File: src/rtl/usadd_pkg.sv
// Shared definitions for the unipolar stochastic adder scheduler: the FSM
// state type and the LFSR tap/seed constants used by the stream generator.
package usadd_pkg;

    typedef enum logic [1:0] {
        IDLE  = 2'd0,
        RUN   = 2'd1,
        DRAIN = 2'd2,
        DONE  = 2'd3
    } state_t;

    // Seed of the A-stream LFSR; the B-stream seed is the top bit alone.
    localparam int unsigned LFSR_SEED_A = 1;

    // Right-shifting Galois feedback masks for maximal-length LFSRs.
    function automatic logic [31:0] lfsr_taps(input int unsigned width);
        case (width)
            3:       return 32'h0000_0006;
            4:       return 32'h0000_000C;
            5:       return 32'h0000_0014;
            6:       return 32'h0000_0030;
            7:       return 32'h0000_0060;
            8:       return 32'h0000_00B8;
            9:       return 32'h0000_0110;
            10:      return 32'h0000_0240;
            11:      return 32'h0000_0500;
            12:      return 32'h0000_0E08;
            13:      return 32'h0000_1C80;
            14:      return 32'h0000_3802;
            15:      return 32'h0000_6000;
            16:      return 32'h0000_D008;
            default: return 32'h0000_00B8;
        endcase
    endfunction

    function automatic logic [31:0] lfsr_seed_b(input int unsigned width);
        return 32'(1) << (width - 1);
    endfunction

endpackage

File: src/rtl/usadd_sng.sv
// Stream number generator. Always holds the stream counter that times a
// job. Default build: rngA is the counter, rngB its bit reversal, which
// makes the result exact. With USADD_SCHED_LFSR_EN defined, rngA/rngB come
// from two maximal-length LFSRs reseeded on every clear.
module usadd_sng #(
    parameter int BITWIDTH = 8
) (
    input  logic                clk,
    input  logic                rst_n,
    input  logic                clear,
    input  logic                advance,
    output logic [BITWIDTH-1:0] rngA,
    output logic [BITWIDTH-1:0] rngB,
    output logic                last
);

    logic [BITWIDTH-1:0] cnt;

    // Stream counter: cleared on grant, steps once per RUN cycle.
    // NOTE: sequential state uses non-blocking assignments so every register
    // samples values from before the edge, independent of statement order.
    always_ff @(posedge clk or negedge rst_n) begin
        if (!rst_n)       cnt <= '0;
        else if (clear)   cnt <= '0;
        else if (advance) cnt <= cnt + BITWIDTH'(1);
    end

    // The cycle that wraps the counter is the final RUN cycle.
    assign last = &cnt;

`ifdef USADD_SCHED_LFSR_EN
    import usadd_pkg::*;

    localparam logic [BITWIDTH-1:0] TAPS   = BITWIDTH'(lfsr_taps(BITWIDTH));
    localparam logic [BITWIDTH-1:0] SEED_A = BITWIDTH'(LFSR_SEED_A);
    localparam logic [BITWIDTH-1:0] SEED_B = BITWIDTH'(lfsr_seed_b(BITWIDTH));

    logic [BITWIDTH-1:0] lfsr_a;
    logic [BITWIDTH-1:0] lfsr_b;

    // LFSR pair: reseeded on grant, Galois step once per RUN cycle.
    always_ff @(posedge clk or negedge rst_n) begin
        if (!rst_n) begin
            lfsr_a <= SEED_A;
            lfsr_b <= SEED_B;
        end else if (clear) begin
            lfsr_a <= SEED_A;
            lfsr_b <= SEED_B;
        end else if (advance) begin
            lfsr_a <= (lfsr_a >> 1) ^ (lfsr_a[0] ? TAPS : '0);
            lfsr_b <= (lfsr_b >> 1) ^ (lfsr_b[0] ? TAPS : '0);
        end
    end

    assign rngA = lfsr_a;
    assign rngB = lfsr_b;
`else
    // Counter and its bit reversal give low-discrepancy, exact streams.
    // NOTE: every output of a combinational block gets a default first so
    // no path can leave it unassigned and infer a latch.
    always_comb begin
        rngA = cnt;
        rngB = '0;
        for (int i = 0; i < BITWIDTH; i++) begin
            rngB[i] = cnt[BITWIDTH-1-i];
        end
    end
`endif

endmodule

File: src/rtl/usadd_sched.sv
// Round-robin scheduler around a unipolar stochastic scaled adder. One job
// at a time: grant in IDLE, 2^BITWIDTH RUN cycles, one DRAIN cycle, then the
// result is held in DONE until the consumer takes it. Define
// USADD_SCHED_LFSR_EN to use LFSR stream sources (approximate result).
module usadd_sched
    import usadd_pkg::*;
#(
    parameter int BITWIDTH = 8,
    parameter int NREQ     = 4
) (
    input  logic                     iClk,
    input  logic                     iRstN,
    input  logic [NREQ-1:0]          iReq,
    input  logic [NREQ*BITWIDTH-1:0] iA,
    input  logic [NREQ*BITWIDTH-1:0] iB,
    input  logic                     iReady,
    output logic [NREQ-1:0]          oGnt,
    output logic                     oBusy,
    output logic                     oValid,
    output logic [BITWIDTH-1:0]      oResult,
    output logic [$clog2(NREQ)-1:0]  oId
);

    localparam int IDW = $clog2(NREQ);

    state_t              state;
    logic [IDW-1:0]      ptr;
    logic [IDW-1:0]      pick_idx;
    logic                pick_valid;
    logic                grant;
    logic [BITWIDTH-1:0] a_slot [NREQ];
    logic [BITWIDTH-1:0] b_slot [NREQ];
    logic [BITWIDTH-1:0] op_a, op_b;
    logic [BITWIDTH-1:0] rng_a, rng_b;
    logic [BITWIDTH-1:0] ones, ones_fin;
    logic [1:0]          acc;
    logic                bit_a, bit_b, last;

    // Round-robin pick: first requester at or after the pointer, circularly.
    always_comb begin
        int idx;
        logic [IDW-1:0] cand;
        idx        = 0;
        cand       = '0;
        pick_valid = 1'b0;
        pick_idx   = '0;
        for (int i = 0; i < NREQ; i++) begin
            idx  = (int'(ptr) + i) % NREQ;
            cand = IDW'(idx);
            if (!pick_valid && iReq[cand]) begin
                pick_valid = 1'b1;
                pick_idx   = cand;
            end
        end
    end

    // Unpack the per-requester operand slices.
    always_comb begin
        for (int k = 0; k < NREQ; k++) begin
            a_slot[k] = iA[k*BITWIDTH +: BITWIDTH];
            b_slot[k] = iB[k*BITWIDTH +: BITWIDTH];
        end
    end

    // The grant is decided and pulsed in the IDLE cycle whose closing edge
    // latches the operands; held low while reset is asserted.
    assign grant = (state == IDLE) && pick_valid;
    assign oGnt  = (grant && iRstN) ? (NREQ'(1) << pick_idx) : '0;

    // Operand capture on grant.
    // NOTE: plain datapath registers are left out of reset; they are always
    // written at grant before anything reads them.
    always_ff @(posedge iClk) begin
        if (grant) begin
            op_a <= a_slot[pick_idx];
            op_b <= b_slot[pick_idx];
        end
    end

    usadd_sng #(
        .BITWIDTH(BITWIDTH)
    ) u_sng (
        .clk    (iClk),
        .rst_n  (iRstN),
        .clear  (grant),
        .advance(state == RUN),
        .rngA   (rng_a),
        .rngB   (rng_b),
        .last   (last)
    );

    assign bit_a    = rng_a < op_a;
    assign bit_b    = rng_b < op_b;
    assign ones_fin = ones + BITWIDTH'(acc[1]);

    // Control FSM with the 2-bit scaled-adder accumulator and ones counter.
    always_ff @(posedge iClk or negedge iRstN) begin
        if (!iRstN) begin
            state   <= IDLE;
            ptr     <= '0;
            acc     <= '0;
            ones    <= '0;
            oBusy   <= 1'b0;
            oValid  <= 1'b0;
            oResult <= '0;
            oId     <= '0;
        end else begin
            case (state)
                IDLE: begin
                    if (pick_valid) begin
                        state <= RUN;
                        oBusy <= 1'b1;
                        oId   <= pick_idx;
                        ptr   <= (pick_idx == IDW'(NREQ - 1)) ? '0 : pick_idx + IDW'(1);
                        acc   <= '0;
                        ones  <= '0;
                    end
                end
                RUN: begin
                    acc  <= 2'(acc[0]) + 2'(bit_a) + 2'(bit_b);
                    ones <= ones_fin;
                    if (last) state <= DRAIN;
                end
                DRAIN: begin
                    // Final carry counted; residual acc[0] is dropped.
                    acc     <= '0;
                    ones    <= ones_fin;
                    oResult <= ones_fin;
                    oValid  <= 1'b1;
                    state   <= DONE;
                end
                DONE: begin
                    if (iReady) begin
                        oValid <= 1'b0;
                        oBusy  <= 1'b0;
                        state  <= IDLE;
                    end
                end
                default: state <= IDLE;
            endcase
        end
    end

endmodule

File: config.mk
export PLATFORM = sky130hd
export DESIGN_NAME = usadd_sched
export DESIGN_NICKNAME = d
export VERILOG_FILES = /design/src/rtl/usadd_pkg.sv /design/src/rtl/usadd_sng.sv /design/src/rtl/usadd_sched.sv
export SDC_FILE = /design/constraint.sdc
export NUM_CORES = 1
export LEC_CHECK = 0
export ABC_AREA = 1
export BUFFER_PORTS_ARGS = -buffer_cell sky130_fd_sc_hd__clkbuf_2
export CORE_ASPECT_RATIO = 0.5
export CORE_MARGIN = 8
export CORE_UTILIZATION = 25
export CTS_CLUSTER_DIAMETER = 200
export CTS_CLUSTER_SIZE = 16
export DETAILED_ROUTE_END_ITERATION = 8
export PLACE_DENSITY_LB_ADDON = 0.15
export RECOVER_POWER = 25
export SETUP_SLACK_MARGIN = 0.3
export SYNTH_ARGS = -nofsm -noshare
export SYNTH_HDL_FRONTEND = slang
export SYNTH_SLANG_ARGS = --single-unit
File: constraint.sdc
create_clock -name iClk -period 3.7 [get_ports iClk]
set_input_delay 0.555 -clock iClk [delete_from_list [all_inputs] [get_ports iClk]]
set_output_delay 0.555 -clock iClk [all_outputs]
set_load 0.05 [all_outputs]
==> After elaboration in Yosys (flattened, before gate mapping) <==
Index checks and enable logic that the tools add are counted.
{ "classes": {"addsub": 8, "magnitude_cmp": 7, "n_eq_ne": 7, "shift": 1, "muxes": 38, "bitwise": 1, "n_reduce_logical": 22} }
{ "op_table": {"columns": ["cell", "count"], "rows": [
  ["$mux 8", 7],
  ["$bmux 8 s2", 2],
  ["$mux 2", 9],
  ["$lt 8x8->1", 2],
  ["$pmux 8 s2", 1],
  ["$lt 2x3->1 const B", 4],
  ["$mux 1", 10],
  ["$add 8x1->8", 1],
  ["$add 8x1->8 const B", 1],
  ["$bmux 1 s2", 4],
  ["$pmux 2 s4", 1],
  ["$reduce_and 2->1", 4],
  ["$reduce_and 8->1", 1],
  ["$reduce_bool 2->1", 4],
  ["$eq 2x2->1 const B", 3],
  ["$ne 2x2->1 const B", 3],
  ["$pmux 2 s3", 1],
  ["$reduce_and 3->1", 2],
  ["$logic_and 1x1->1", 5],
  ["$add 2x1->2 const B", 2],
  ["$add 2x2->2 const B", 2],
  ["$mux 4", 1],
  ["$pmux 1 s2", 2],
  ["$shl 1x2->4 const A", 1],
  ["9 further kinds", 11]
]} }
{ "totals": {"ff_bits": 50, "input_bits": 71, "output_inout_bits": 16} }

==> Longest topological paths before layout <==
Gate-level depths: netlist of the first run.
{ "logic_depth": {"word_depth": 16, "mapped_depth": 15} }

==> By module <==
From an unflattened synthesis of the first run, not the netlist that was laid out.
{ "hier_totals": {"hier_cells": 537, "hier_area_um2": 3915.0} }
{ "by_module_without_submodules": {"columns": ["mod", "instances", "cells_each", "area_each_um2", "seq_area_each_um2"], "rows": [
  ["usadd_sched", 1, 472, 3430.8, 1131.1],
  ["usadd_sng", 1, 65, 484.2, 200.2]
]} }

==> Worst setup path before layout of the first run <==
OpenSTA, ideal clock, no wires.
{ "synth_path": {"path_kind": "input -> output", "from": "in iReq[3]", "to": "out oGnt[2]", "t_arrival_ns": 2.330, "slack_ns": 0.815, "cell_stages": 13, "path_cell_list": "inv_1 > nand2_1 > nand3_1 > nand2_2 > nor2_8 > nand3_1 > nand3_2 > nand2_4 > clkinv_4 > buf_6 > ha_1 > inv_1 > nor2_1"} }
{ "synth_between": {"elab_cells_between_ends": 26} }
{ "synth_rtl": {"columns": ["element", "line", "rtl"], "rows": [
  ["from (decl)", "usadd_sched.sv:13", "input logic [NREQ-1:0] iReq,"],
  ["$bmux 1 s2", "usadd_sched.sv:50", "if (!pick_valid && iReq[cand]) begin"],
  ["$mux 1 (not written as such)", "usadd_sched.sv:50", null],
  ["$mux 1", "usadd_sched.sv:50", null],
  ["$logic_not 1->1", "usadd_sched.sv:50", null],
  ["$logic_and 1x1->1", "usadd_sched.sv:50", null],
  ["$mux 1", "usadd_sched.sv:50", null],
  ["$logic_not 1->1", "usadd_sched.sv:50", null],
  ["$logic_and 1x1->1", "usadd_sched.sv:50", null],
  ["$mux 1", "usadd_sched.sv:50", null],
  ["$logic_not 1->1", "usadd_sched.sv:50", null],
  ["$logic_and 1x1->1", "usadd_sched.sv:50", null],
  ["$mux 2 *", "usadd_sched.sv:50", null],
  ["named net pick_idx[1]", "usadd_sched.sv:28", "logic [IDW-1:0] pick_idx;"],
  ["$shl 1x2->4 *", "usadd_sched.sv:68", "assign oGnt = (grant && iRstN) ? (NREQ'(1) << pick_idx) : '0;"],
  ["$mux 4 *", "usadd_sched.sv:68", null],
  ["to (decl)", "usadd_sched.sv:17", "output logic [NREQ-1:0] oGnt,"]
]} }
Mark *: on every way through the listed nets, which the timed path passes. The rest lies on a longest branch. The select of a mux whose other input is x is not followed.

==> Final worst setup path of the first run <==
{ "layout_path": {"from": "reg ptr[0]", "to": "out oGnt[3]"} }
{ "layout_between": {"elab_cells_between_ends": 29} }
{ "layout_rtl": {"columns": ["element", "line", "rtl"], "rows": [
  ["from (decl)", "usadd_sched.sv:27", "logic [IDW-1:0] ptr;"],
  ["from (signal assigned)", "usadd_sched.sv:114", "ptr <= (pick_idx == IDW'(NREQ - 1)) ? '0 : pick_idx + IDW'(1);"],
  ["parallel branches: the longest is 11 deep, another holds $add 2x1->2", null, null],
  ["$mux 2 *", "usadd_sched.sv:50", null],
  ["named net pick_idx[0]", "usadd_sched.sv:28", null],
  ["$shl 1x2->4 *", "usadd_sched.sv:68", null],
  ["$mux 4 *", "usadd_sched.sv:68", null]
]} }
Mark *: on every way through the listed nets, which the timed path passes. The select of a mux whose other input is x is not followed.

==> results.cfg, run 1 <==
[sta]
hold_viol = 0
period_share_pct = 84.4
rsz0062_at_grt = no
setup_viol = 0
slew_viol_final = 35
slew_headroom_pct = -25.3
worstMarginPinSlew_ps = 1880
setup_tns_ps = 0
skew_ps = 5.51
final.min_clock_period_ps = 3120
clock.fmax_ghz = 0.320

[power_and_ir_drop]
power_density_nw_per_um2 = 923
peakVddDrop_mv = 0.407
p_total_uw = 4160
leakage_uw = 0.00254

[detailed_routing]
wirelength_um = 10000
post_drt_wl_per_cell_um = 12.8
first_pass_iters = 4
drc = 0
drtAntennaViolNets = 0
drt_iter0_drc = 116
vias = 3362
via_per_inst = 4.29

[place]
dp_hpwl_um = 7920
place_inst = 775
place_congestion = 0.808
postPlaceCellArea_um2 = 4360
port_buffers = 86

[yosys]
synth_adder_area_share_pct = 8.87
yosysTopAreaCell = dfrtp_1
synth_compound_area_share_pct = 6.03
synth_top_family_by_area = simple AND/OR/NAND/NOR gates
synth.area.mux_share_pct = 0
synth_edf_count = 16
yosys_most_used_dff = dfrtp_1
seq_area_frac_synth_pct = 35.5
ys_top_cells_by_area = dfrtp_1, nand2_1, edfxtp_1
postSynthAreaPerCell_um2 = 7.46
synth-xor-area-share_pct = 2.10
synth_area_um2 = 3750
ys_async_sr_fraction_pct = 68.0
synth.top_cell.area_share_pct = 22.7
yosys_warnings = 0
synth_seq_cells = 50
ys_top_cells_by_count = nand2_1, inv_1, nand4_1
yosys.area_share.simple_pct = 33.3
ys_types = 38
yosysMostFrequentCell = nand2_1
syn-instance-count = 503
syn-num-nets = 600

[clock_network]
cts_tree = done
hold_buffers = 0
clock_sinks = 50
ctsLongestPathBuffers = 2
clkTransAtPathRegs_ps = 70
worstSkewPairLatency_ps = 290
ctsHtreeMaxLevel = 2
cts_buffers = 5
root_buffer = clkbuf_16
cts_setup_buffers = 0

[floorplanning]
core.rowCount = 31
core_area_um2 = 14600
start_util_pct = 25.7
dieArea_um2 = 19400
dieWidth_um = 189
die-height_um = 103
ios = 87

[final_layout]
final_cells = 783
nets = 681
drive_gt1_share_pct = 22.7
synthToLayoutAreaGrowth_pct = 19.9
finish.instance_area_um2 = 4500
n_antenna_cell = 0

[grt]
grt_overflow = 0
grt_max_degree = 37
grt_pass1_vias = 3360
track_usage_pct = 10.5
antenna_found_initial = 0
grt_pass1_wl_um = 16800

[run_status]
status = finished, violations left
violations = max-capacitance violations, max-slew violations

[setup_path]
critPathCaptureType = output port
crit_required_ps = 3140
crit_arrival_ps = 2570
critical_path.max_fanout = 36
startpoint_type = flop
worstSetupPathType = reg2out

[job]
drv_cap = 1

[worst_hold_path]
hold_class = reg2reg
-- cell usage in the layout, fill, tap and decap left out, drive strengths merged --
master / Yosys / layout
a21oi: 10 / 10
nand4: 35 / 35
buf: 16 / 4
xnor2: 4 / 4
o2bb2ai: 1 / 1
or2: 2 / 2
o21ai: 17 / 17
a21boi: 2 / 2
a31oi: 1 / 1
clkinv: 1 / 1
ha: 25 / 25
a211oi: 1 / 1
xor2: 5 / 5
fa: 1 / 1
clkbuf: 1 / 92
o21a: 1 / 1
dfrtp: 34 / 34
nor2: 16 / 16
nand2: 150 / 150
and3: 1 / 1
clkinvlp: 0 / 1
nand3b: 2 / 2
o211ai: 5 / 5
nand3: 46 / 46
nor3: 2 / 2
inv: 108 / 110
edfxtp: 16 / 16
-- critical path, stage by stage (launching register included) --
cell	delay, ps
dfrtp_2	510
inv_8	120
nand2_1	70
nand3_1	110
nand2_2	120
inv_2	80
nand2_1	60
nand2_2	80
nand3_4	330
inv_1	210
ha_1	170
inv_1	40
nor2_1	100
clkbuf_2	280
-- cells by family (layout without fill, tap and decap cells) --
family | after synthesis | count (layout)
adders and majority gates | 26 | 26
xor gates and xnor gates | 9 | 9
buffers and inverters | 126 | 208
AOI/OAI and AO/OA | 38 | 38
and+or+nand+nor | 254 | 254
DFF | 50 | 50
-- routing by layer --
layer | vias to the layer above | global-route usage (%) | part of all wire (%)
met3 | 5 | 2.53 | 5.7
met2 | 83 | 15.3 | 41
met1 | 1511 | 15.4 | 53
met5 | - | 0 | 0
met4 | 0 | 2.15 | 0.66
li1 | 1763 | - | -
-- per-stage QoR --
stage / hold slack, ps / setup WS [ps] / utilization [%]
floorplan: 259 / 815 / -
global placement: 465 / 791 / 29.9
detailed placement: 465 / 741 / 29.9
CTS: 327 / 426 / 30.9
global route: 496 / 325 / 30.9
finish: 478 / 579 / 30.9
-- registers in the layout, indices dropped and copies added, names as in the netlist --
register / flops
op_a: 8
oResult: 8
oValid: 1
oId: 2
acc: 2
oBusy: 1
op_b: 8
ptr: 2
u_sng.rngA: 8
state: 2
ones: 8
-- final cells by class --
cell class	count	area [µm²]
fillers	1652	10100
flip-flops and latches	50	1330
clock buffers	5	125
repair buffers	91	463
multi-input cells	327	1890
inverters	109	422
well taps	198	248
clock inverters	3	22.5
-- final timing paths --
path	end	start	cells after the start	slack [ps]
max	oGnt[3]	ptr[0]$_DFFE_PN0N_	13	580
min	oResult[1]$_DFFE_PN0P_	oResult[1]$_DFFE_PN0P_	2	480
max reg2reg	oId[0]$_DFFE_PN0N_	ptr[1]$_DFFE_PN0N_	13	1310
min reg2reg	oResult[1]$_DFFE_PN0P_	oResult[1]$_DFFE_PN0P_	2	480
max in group asynchronous	ptr[0]$_DFFE_PN0N_	iRstN	2	1590
min in group asynchronous	u_sng.rngA[1]$_DFFE_PN0P_	iRstN	2	900
-- where the power goes --
part,total [µW],internal (µW),switching (µW)
sequential,1010,887,123
clock,475,254,221
combinational,2670,792,1880
total,4160,1930,2220
-- timing repair --
item                                   CTS  global route
setup endpoints to repair                0             3
endpoints found under the hold margin    0             0
gates resized for setup                  0             1
Power figures use the tool's default switching activity.
==> run 2, diff against run 1 <==
clock period = 3.1 ns   (was 3.7 ns; I/O delays follow)
==> results.cfg, run 2 (synthesis results as in run 1) <==
[power_and_ir_drop]
p_total_uw = 5380
power_density_nw_per_um2 = 1140
leakage_uw = 0.00261
peakVddDrop_mv = 0.574

[sta]
skew_ps = 8.70
slew_headroom_pct = -31.4
hold_viol = 0
setup_viol = 0
setup_tns_ps = 0
whs_ps = 474
slew_viol_final = 35
clock.fmax_ghz = 0.373
rsz0062_at_grt = yes
worstMarginPinSlew_ps = 1970
period_share_pct = 86.4
final.min_clock_period_ps = 2680

[final_layout]
finish.instance_area_um2 = 4720
synthToLayoutAreaGrowth_pct = 25.6
final_common_cell = nand2_1
fin_util_pct = 32.3
nets = 689
layout_common_cells = nand2_1, inv_1, clkbuf_2
drive_gt1_share_pct = 26.3
n_antenna_cell = 0

[grt]
grt_overflow = 0
antenna_found_initial = 0
grt_pass1_wl_um = 17300
use_met3_pct = 2.87
top_usage_layer = met2
track_usage_pct = 11.0
use_met2_pct = 16.4
grt_pass1_vias = 3472
grt_max_degree = 35
gr-usage-met1_pct = 15.5

[place]
place_congestion = 0.779
port_buffers = 86
postPlaceCellArea_um2 = 4420
dp_hpwl_um = 7960

[detailed_routing]
wirelength_um = 10500
vias = 3384
drtAntennaViolNets = 0
first_pass_iters = 4
via_per_inst = 4.28
drt_iter0_drc = 134
drc = 0
post_drt_wl_per_cell_um = 13.3

[clock_network]
clkTransAtPathRegs_ps = 70
worstSkewPairLatency_ps = 300
root_buffer = clkbuf_16
hold_buffers = 0
cts_buffers = 5
ctsHtreeMaxLevel = 2
clock_sinks = 50
cts_tree = done
ctsLongestPathBuffers = 2

[floorplanning]
ios = 87
die-height_um = 103
dieWidth_um = 189
dieArea_um2 = 19400
start_util_pct = 25.7
core_area_um2 = 14600
core.rowCount = 31

[job]
drv_cap = 1

[setup_path]
crit_required_ps = 2630
startpoint_type = flop
critPathCaptureType = output port
critical_path.max_fanout = 10
crit_arrival_ps = 2210
worstSetupPathType = reg2out

[worst_hold_path]
hold_class = in2reg

[run_status]
violations = max-capacitance violations, max-slew violations
status = finished, violations left
-- run 2: changes by cell type in the layout (fill, tap and decap cells not counted), moves of 2 or more --
cell      previous run  this run
buf_4                4         9
nand3_2             11        13
nand2_1            142       140
nor2_2               1         4
inv_2                4         7
nand3_1             33        29
clkbuf_2            85        83
inv_1              103       100
nand3_4              2         4
nor2_1              14        10
buf_12               0         5
-- run 2: final timing paths --
check                                     startpoint                endpoint  slack, ps  cells after the start
setup / recovery                  ptr[0]$_DFFE_PN0N_                 oGnt[2]        420                     14
hold / removal                                iReady      oValid$_DFFE_PN0P_        470                      3
setup reg to reg           u_sng.rngA[1]$_DFFE_PN0P_      acc[0]$_DFFE_PN0P_        780                      9
hold reg to reg               oResult[1]$_DFFE_PN0P_  oResult[1]$_DFFE_PN0P_        480                      2
max in group asynchronous                      iRstN      ptr[1]$_DFFE_PN0N_       1020                      2
min in group asynchronous                      iRstN      ptr[0]$_DFFE_PN0N_        820                      2
-- run 2: report_power, final --
group	switching [µW]	total [µW]	leakage, µW	internal (µW)
clock network	253	574	0.0000772	321
logic	2450	3620	0.00194	1170
registers	119	1180	0.000601	1060
total	2820	5380	0.00261	2550
-- run 2: what timing repair did --
item | 4_1_cts | 5_1_grt
cloned | 1 | 0
gates resized for setup | 8 | 15
pin swaps | 1 | 5
buffers inserted | 5 | 1
endpoints found under the setup margin | 4 | 4
-- run 2: metal layers --
layer / vias to the layer above / wire, µm / part of all wire (%)
li1: 1784 / - / -
met4: 0 / 89 / 0.85
met3: 6 / 557 / 5.3
met5: - / 0 / 0
met2: 66 / 4390 / 42
met1: 1528 / 5460 / 52
-- run 2: final cells by class --
type / instances / area, µm²
clock buffer: 6 / 139
clock inverter: 2 / 11.3
fill: 1650 / 9870
inverter: 109 / 429
multi-input combinational: 328 / 1970
sequential: 50 / 1330
tap: 198 / 248
timing repair buffer: 98 / 587
-- run 2: critical path, cell delays in order (launching register included) --
cell     delay (ps)
dfrtp_2         430
buf_12          140
inv_8            70
nand2_2          50
nand2_2         100
nand2_2          80
nand2_4         100
nor2_8           60
buf_4           140
nand3_4          80
nand2_2          80
inv_2            70
nand2_1         160
nor2_2          210
buf_12          150
-- run 2: per-stage QoR --
stage / std cells / worst slack [ps]
final: 791 / 421
after global routing: 791 / 286
after CTS: 790 / 299
after detailed placement: 776 / 329
after global placement: 776 / 391
after floorplan: 503 / 361
